$ cat config.mk
export PLATFORM = sky130hd
export DESIGN_NAME = muldiv_unit
export DESIGN_NICKNAME = d
export VERILOG_FILES = /design/src/rtl/muldiv_unit.sv
export SDC_FILE = /design/constraint.sdc
export NUM_CORES = 1
export LEC_CHECK = 0
export CAP_MARGIN = 25
export CORE_MARGIN = 3
export CORE_UTILIZATION = 40
export DETAILED_ROUTE_END_ITERATION = 7
export PLACE_DENSITY_LB_ADDON = 0.1
export SLEW_MARGIN = 30
export SYNTH_ARGS = -nofsm -noshare
export SYNTH_HDL_FRONTEND = slang
export SYNTH_SLANG_ARGS = --single-unit
$ cat constraint.sdc
create_clock -name CLK -period 6.2 [get_ports CLK]
set_clock_uncertainty 0.15 [all_clocks]
set_input_delay 0.93 -clock CLK [delete_from_list [all_inputs] [get_ports CLK]]
set_output_delay 0.93 -clock CLK [all_outputs]
set_load 0.005 [all_outputs]
$ cat src/rtl/muldiv_unit.sv
// Iterative radix-2 multiply/divide unit for the EX stage (RV32M ops).
// Ports: CLK, RESET (sync, low), START/OP/DATA1/DATA2/KILL in; BUSY/RESULT_VALID/RESULT out.
module muldiv_unit #(
  parameter int WIDTH = 32
) (
  input  logic             CLK,
  input  logic             RESET,
  input  logic             START,
  input  logic [2:0]       OP,
  input  logic [WIDTH-1:0] DATA1,
  input  logic [WIDTH-1:0] DATA2,
  input  logic             KILL,
  output logic             BUSY,
  output logic             RESULT_VALID,
  output logic [WIDTH-1:0] RESULT
);

  localparam int CW = $clog2(WIDTH);
  localparam logic [WIDTH-1:0] MIN_NEG = {1'b1, {(WIDTH-1){1'b0}}};

  typedef enum logic [1:0] {
    IDLE,
    CALC,
    DONE
  } state_e;

  state_e             state_q, state_d;
  logic [2:0]         op_q, op_d;
  logic [WIDTH-1:0]   a_q, a_d;
  logic [2*WIDTH-1:0] acc_q, acc_d;
  logic [CW-1:0]      cnt_q, cnt_d;
  logic               neg_q, neg_d;
  logic [WIDTH-1:0]   res_q, res_d;

  logic               sgn1, sgn2;
  logic [WIDTH-1:0]   mag1, mag2;
  logic               zero_div, ovf;
  logic [WIDTH-1:0]   spec_res;

  logic [WIDTH:0]     mul_sum;
  logic [2*WIDTH-1:0] mul_step;
  logic [WIDTH:0]     div_trial;
  logic [2*WIDTH-1:0] div_step;
  logic [2*WIDTH-1:0] step;
  logic [2*WIDTH-1:0] prod;
  logic [WIDTH-1:0]   quo, rem;
  logic [WIDTH-1:0]   fin_res;

  // Operand decode at accept
  always_comb begin
    sgn1 = 1'b0;
    sgn2 = 1'b0;
    unique case (OP)
      3'd1, 3'd4, 3'd6: begin
        sgn1 = DATA1[WIDTH-1];
        sgn2 = DATA2[WIDTH-1];
      end
      3'd2: sgn1 = DATA1[WIDTH-1];
      default: ;
    endcase
    mag1 = sgn1 ? -DATA1 : DATA1;
    mag2 = sgn2 ? -DATA2 : DATA2;
    zero_div = OP[2] && (DATA2 == '0);
    ovf = (OP == 3'd4 || OP == 3'd6) &&
          (DATA1 == MIN_NEG) && (DATA2 == '1);
    spec_res = '0;
    if (zero_div)
      spec_res = OP[1] ? DATA1 : '1;
    else if (ovf)
      spec_res = OP[1] ? '0 : DATA1;
  end

  // One datapath step; acc holds {hi, lo}
  always_comb begin
    mul_sum = {1'b0, acc_q[2*WIDTH-1:WIDTH]} + {1'b0, a_q};
    mul_step = acc_q[0] ?
      {mul_sum, acc_q[WIDTH-1:1]} :
      {1'b0, acc_q[2*WIDTH-1:1]};
    // Remainder is {hi, next dividend bit}, WIDTH+1 bits wide
    div_trial = {acc_q[2*WIDTH-1:WIDTH], acc_q[WIDTH-1]}
              - {1'b0, a_q};
    div_step = div_trial[WIDTH] ?
      {acc_q[2*WIDTH-2:0], 1'b0} :
      {div_trial[WIDTH-1:0], acc_q[WIDTH-2:0], 1'b1};
    step = op_q[2] ? div_step : mul_step;
    prod = neg_q ? -step : step;
    quo = neg_q ? -step[WIDTH-1:0] : step[WIDTH-1:0];
    rem = neg_q ? -step[2*WIDTH-1:WIDTH]
                : step[2*WIDTH-1:WIDTH];
    if (op_q[2])
      fin_res = op_q[1] ? rem : quo;
    else if (op_q[1:0] == 2'd0)
      fin_res = prod[WIDTH-1:0];
    else
      fin_res = prod[2*WIDTH-1:WIDTH];
  end

  always_comb begin
    state_d = state_q;
    op_d    = op_q;
    a_d     = a_q;
    acc_d   = acc_q;
    cnt_d   = cnt_q;
    neg_d   = neg_q;
    res_d   = res_q;
    unique case (state_q)
      IDLE: begin
        if (START && !KILL) begin
          op_d  = OP;
          cnt_d = '0;
          // Remainder follows the dividend sign
          neg_d = (OP[2] && OP[1]) ? sgn1 : (sgn1 ^ sgn2);
          if (zero_div || ovf) begin
            state_d = DONE;
            res_d   = spec_res;
          end else begin
            state_d = CALC;
            a_d     = OP[2] ? mag2 : mag1;
            acc_d   = OP[2] ? {{WIDTH{1'b0}}, mag1}
                            : {{WIDTH{1'b0}}, mag2};
          end
        end
      end
      CALC: begin
        if (KILL) begin
          state_d = IDLE;
        end else begin
          acc_d = step;
          cnt_d = cnt_q + 1'b1;
          if (cnt_q == CW'(WIDTH-1)) begin
            state_d = DONE;
            res_d   = fin_res;
          end
        end
      end
      DONE:    state_d = IDLE;
      default: state_d = IDLE;
    endcase
  end

  always_ff @(posedge CLK) begin
    if (!RESET) begin
      state_q <= IDLE;
      op_q    <= '0;
      a_q     <= '0;
      acc_q   <= '0;
      cnt_q   <= '0;
      neg_q   <= 1'b0;
      res_q   <= '0;
    end else begin
      state_q <= state_d;
      op_q    <= op_d;
      a_q     <= a_d;
      acc_q   <= acc_d;
      cnt_q   <= cnt_d;
      neg_q   <= neg_d;
      res_q   <= res_d;
    end
  end

  assign BUSY         = (state_q != IDLE);
  assign RESULT_VALID = (state_q == DONE);
  assign RESULT       = res_q;

endmodule
# Word level (Yosys, flattened, before mapping)
# Cells that the tools add are included.
[totals]
regBits = 139
input_bits = 71
out_inout_bits = 34
elab_cells = 90
[classes]
n_addsub = 8
n_eq_ne = 15
mux = 37
bitwise_logic = 2
n_reduce_logical = 21
[op_table]
columns = ["cell", "count"]
rows = [
  ["$mux W32", 17],
  ["$mux W64", 7],
  ["$neg A32 Y32", 4],
  ["$pmux W64 S2", 1],
  ["$eq A32 B32 Y1 const B", 2],
  ["$neg A64 Y64", 1],
  ["$pmux W32 S2", 1],
  ["$add A32 B32 Y33", 1],
  ["$sub A33 B32 Y33", 1],
  ["$logic_not A32 Y1", 1],
  ["$mux W5", 2],
  ["$ne A2 B2 Y1 const B", 5],
  ["$pmux W5 S2", 1],
  ["$mux W2", 4],
  ["$eq A3 B3 Y1 const B", 2],
  ["$reduce_and A3 Y1", 2],
  ["$add A5 B1 Y5 const B", 1],
  ["$eq A5 B5 Y1 const B", 1],
  ["$logic_and A1 B1 Y1", 5],
  ["$reduce_and A5 Y1", 1],
  ["$logic_not A2 Y1", 2],
  ["$pmux W2 S2", 1],
  ["$reduce_and A2 Y1", 2],
  ["$reduce_and A4 Y1", 1],
  ["13 further kinds", 17],
]

# Logic depth before layout (Yosys ltp)
[depth]
word_depth = 10
ltp_mapped = 25
mapped_depth_nobuf = 22

# Least setup slack after synthesis
# No wires, ideal clock.
[synth_timing]
path_type = "register to register"
start = "reg acc_q[31]"
end = "reg res_q[28], in the netlist RESULT[28]"
setup_time_ns = 0.074
arrival_ns = 4.742
required_time_ns = 5.976
slack_ns = 1.234
path_stages_with_launch = 26
path_buffers = 4
synth_period_minus_slack_ns = 4.966
path_cell_list = "dfxtp_1 > inv_1 > ha_1 > inv_1 > fa_1 > a211oi_1 > nor3_2 > o21ai_2 > a31oi_4 > o21ai_2 > buf_4 > nand2_2 > buf_4 > clkbuf_1 > nand2_1 > a31oi_1 > inv_1 > ha_1 > o21ai_0 > nor4_1 > clkbuf_1 > and2_1 > nand4_1 > o31ai_1 > o221ai_1 > a31oi_1"
[synth_between]
elab_chain_len = 10
elab_cells_between_ends = 16
cone_classes = "add/sub (4); mux (12)"
[synth_rtl]
columns = ["item", "line_no", "text"]
rows = [
  ["from (decl)", "30", "logic [2*WIDTH-1:0] acc_q, acc_d;"],
  ["from (signal assigned)", "146", "acc_q <= '0;"],
  ["from (signal assigned)", "154", "acc_q <= acc_d;"],
  ["$sub A33 B32 Y33", "81", "- {1'b0, a_q};"],
  ["$mux W64", "82", "div_step = div_trial[WIDTH] ?"],
  ["$mux W64 *", "85", "step = op_q[2] ? div_step : mul_step;"],
  ["$neg A64 Y64 (tied with other cells)", "86", "prod = neg_q ? -step : step;"],
  ["$mux W64 (tied with other cells)", "86", ""],
  ["$mux W32, on equally long branches", "92, 91", ""],
  ["$mux W32 *", "90", "if (op_q[2])"],
  ["$mux W32 *", "130", "if (cnt_q == CW'(WIDTH-1)) begin"],
  ["$mux W32 *", "125", "if (KILL) begin"],
  ["$pmux W32 S2 *", "106", "unique case (state_q)"],
  ["to (signal assigned)", "157", "res_q <= res_d;"],
  ["to (decl)", "33", "logic [WIDTH-1:0] res_q, res_d;"],
]
# Every way passes the cells marked *; elsewhere a longest branch is shown, timed or not. The select of a mux whose other input is x is not followed.
# A chain may end at the register's enable or synchronous reset.

# Worst setup path after layout
[layout_timing]
start = "reg acc_q[48]"
end = "reg res_q[2], in the netlist RESULT[2]"
[layout_between]
elab_chain_len = 10
elab_cells_between_ends = 15
cone_classes = "add/sub (4); mux (11)"
[layout_rtl]
columns = ["item", "line_no"]
rows = [
  ["$sub A33 B32 Y33 *", "81"],
  ["$mux W64 *", "82"],
  ["$mux W64 *", "85"],
  ["$neg A64 Y64 (tied with other cells)", "86"],
  ["$mux W64 (tied with other cells)", "86"],
  ["$mux W32, on equally long branches", "92, 91"],
  ["$mux W32 *", "90"],
  ["$mux W32 *", "130"],
  ["$mux W32 *", "125"],
  ["$pmux W32 S2 *", "106"],
]
# Marks and branches as above.

==> key figures <==
Setup path
  – Worst Path Class, Setup: reg2reg
  – Worst path bufs/invs: 2
  – Startpoint Class: flop
  – Slowest stage delay, CP: 610 ps
  – WP data arrival: about 6000 ps
  – Critical Path RT: ~6500 ps
  – Cell breakdown of the critical path: ha_1 -> a21oi_2 -> o21ai_1 -> a211o_1 -> a221o_1 -> o31ai_4 -> o21ai_1 -> inv_1 -> ha_1 -> nand2_1 -> or2_2 -> nor3_1 -> buf_4 -> nand2_1 -> nand2_1 -> xnor2_1 -> o22ai_1 -> a211oi_1 -> o21ai_0 -> a21oi_1
  – Slowest-stage cell, CP: a211oi_1
  – Crit path top cell by count: nand2_1
  – Crit. End Element: flop
  – CP delay by family, top: compound AO/OA/AOI/OAI gates
  – Crit path max fanout: 9

STA
  – Period utilisation layout: between 90 and 100%
  – Peak Freq: about 170 MHz
  – Normalized max-slew margin: 34.6%
  – Final setup TNS: 0 ps
  – Max-slew violation count: 0
  – RSZ-0062 raised after global routing: no
  – Slew @ Worst Pin: ~970 ps
  – Final critical-path required period: 5790 ps
  – Final Worst Setup Slack: 409 ps
  – Final hold vios: 0
  – Final setup violation count: 0

Clock network
  – Post-CTS Hold Fix Bufs: 0
  – H-tree levels: 4
  – Num CTS Buffers: 17
  – Worst skew pair latency: roughly 470 ps
  – Clk slew on worst S/H paths: approximately 80 ps
  – Clock root buffer: clkbuf_16
  – Max clock buf depth: 2
  – CTS sink cnt: about 140
  – CTS tree: built

Pwr
  – Seq pwr share: about 28%
  – Clock power share: 31.7%
  – Sw frac: 41.4%
  – Cell-internal power: approximately 0.0020 W
  – Psw: approximately 0.0014 W
  – Worst vdd ir: approximately 0.00022 V
  – PwrDens: approximately 190 nW/um^2
  – Combinational group share of total power: between 30 and 40%
  – Leak pwr: 6.83 nW
  – Design Power: roughly 0.0034 W

Floorplan
  – Die Y: roughly 210 um
  – Top Ports: ~110
  – Core Area: around 39,000 um^2
  – Site Rows: 72
  – Initial Utilization: between 40% and 50%
  – Die area: 42,800 um^2
  – Die X: 207 um

Drt
  – ANT nets after route: 0
  – DR vias: roughly 19,000
  – Pre-antenna DRT Iters: 8
  – Via-per-instance ratio: approximately 6.4
  – Post-route DRC: 0
  – Detailed Route Iter0 Violations: approximately 1,900
  – Wire length per cell: roughly 26 um
  – Total Wirelength: between 70,000 and 80,000 um

Logic synthesis
  – Cell with the most instances after synthesis: nor2_1
  – Synth unique cells: 94
  – Post-synth top cells: nor2_1 (287), nand2_1 (260), a21oi_1 (208), o21ai_0 (157), dfxtp_1 (139)
  – Sequential area share after synthesis: around 17%
  – Syn_nets: between 2,000 and 3,000
  – Syn Area/Cell: around 7 um^2
  – Synthesized area: approximately 16,000 um^2
  – Flops & latches, synth: 139
  – Predominant post-synthesis flop cell: dfxtp_1
  – Area share of the largest cell type after synthesis: between 15 and 20%
  – Post-Synthesis Cells: ~2,400
  – Share of synthesized registers carrying an async set or reset: 0%
  – Ys Warns: 0
  – Synth area leaders: dfxtp_1 (17%), nor2_1 (6.7%), a21oi_1 (6.5%)
  – EDFF count, synth: 0
  – Area leader, netlist: dfxtp_1

Global route
  – First-pass GRT wire length: around 110,000 um
  – Vias in the first global route: about 17,000
  – Initial antenna violation count: 2
  – Largest net degree at the start of global routing: between 70 and 80
  – Total grt overflow: 0
  – Overall Global Routing Usage: about a third

Place
  – Gpl congestion: roughly 1.0
  – Port Buffers: 104
  – Dpl ws: 314 ps
  – HPWL after DPL: roughly 59,000 um
  – Placed Cells: just under 3,000
  – Placed Instance Area: between 15,000 and 20,000 um^2

Cells and area
  – Layout cells sized above 1: ~7.2%
  – Nets@finish: around 2,500
  – Area grow syn2layout: 14.2%
  – Post-route non-filler standard cell count: a little under 3,000
  – Final Cell Area: approximately 18,000 um^2
  – ANT cells: 0

Flow run
  – Maximum Capacitance Violations: 0

Hold path
  – Min-Delay Path Class: reg2reg

Run status
  – Status: completed
final cells by class:
class | count | area (um^2)
timing repair buffer | 179 | 1620
fill | 4076 | 20800
tap | 518 | 648
inverter | 78 | 294
sequential | 139 | 2790
clock buffer | 20 | 457
multi-input combinational | 1981 | 12500
clock inverter | 12 | 136
flip-flops by register name, indices dropped and copies added (netlist names):
register  flops
cnt_q         5
a_q          32
neg_q         1
RESULT       32
acc_q        64
state_q       2
op_q          3
stage by stage:
| stage | hold slack [ps] | util [%] |
|---|---|---|
| floorplan | 298 | - |
| global placement | 302 | 45.4 |
| detailed placement | 302 | 45.4 |
| CTS | 324 | 46.9 |
| global route | 355 | 47.0 |
| finish | 327 | 47.0 |
worst register-to-register path, delay by kind of cell (launching register included):
kind	cells	cell delay [ps]
buffers and inverters	2	350
adders and majority gates	2	670
DFF	1	480
and+or+nand+nor	5	870
AOI/OAI and AO/OA	10	3070
xor gates and xnor gates	1	130
worst paths after layout:
check         endpoint  cells past startpoint  slack, ps  startpoint
max reg2reg  RESULT[2]                     20        410   acc_q[48]
min            a_q[18]                      2        330     a_q[18]
min reg2reg    a_q[18]                      2        330     a_q[18]
max          RESULT[2]                     20        410   acc_q[48]
placed cells by master, fill, tap and decap left out, types with 12 or more instances in the layout:
master           count
nand2_1            259
nand3_1             42
a21o_1              25
a22oi_1             35
clkbuf_16           17
ha_1                71
nor4_1              13
o21a_1              15
o31ai_1             31
o21ai_0            156
or2_2               14
xor2_1              58
nor3_1              86
nor2b_1             16
a31oi_1             40
and3_1              15
dfxtp_1            136
buf_4               73
nand4_1             26
o211ai_1            75
nor2_1             284
a211o_1             21
a311oi_1            12
inv_1               74
or3_1               26
mux2i_1             48
o221ai_1            16
nand2b_1            19
and2_1              13
clkdlybuf4s50_1    103
xnor2_1            101
a211oi_1            52
a21oi_1            207
logic make-up (layout without fill, tap and decap cells):
family,after synthesis,after routing,synth area share [%]
AND/OR/NAND/NOR,864,864,24.7
AO/OA/AOI/OAI,826,826,34.1
buffers and inverters,238,289,5.77
XOR/XNOR,159,159,8.64
flip-flops,139,139,17.3
adder cells (fa/ha/maj),73,73,5.76
multiplexers,59,59,3.75
power groups by stage:
stage                     Sequential (W)  Combinational [W]  Clock, W
after floorplan                 0.000975           0.000868         0
after global placement          0.000999            0.00132         0
after detailed placement         0.00100            0.00132         0
after CTS                       0.000981            0.00133   0.00110
after global routing            0.000987            0.00146   0.00114
final                           0.000983            0.00137   0.00109
what timing repair did:
| action | CTS | global route |
|---|---|---|
| resized for setup | 0 | 4 |
| buffers inserted | 0 | 0 |
| setup endpoints to repair | 0 | 5 |
| endpoints found under the hold margin | 0 | 0 |
routing by layer:
layer  global-route usage [%]  share of wire (%)
met2                     55.5                 44
met1                     46.0                 42
met5                        0              0.017
met3                     5.60                7.5
met4                     18.9                5.9
No activity file was read; power rests on OpenSTA's default activity.
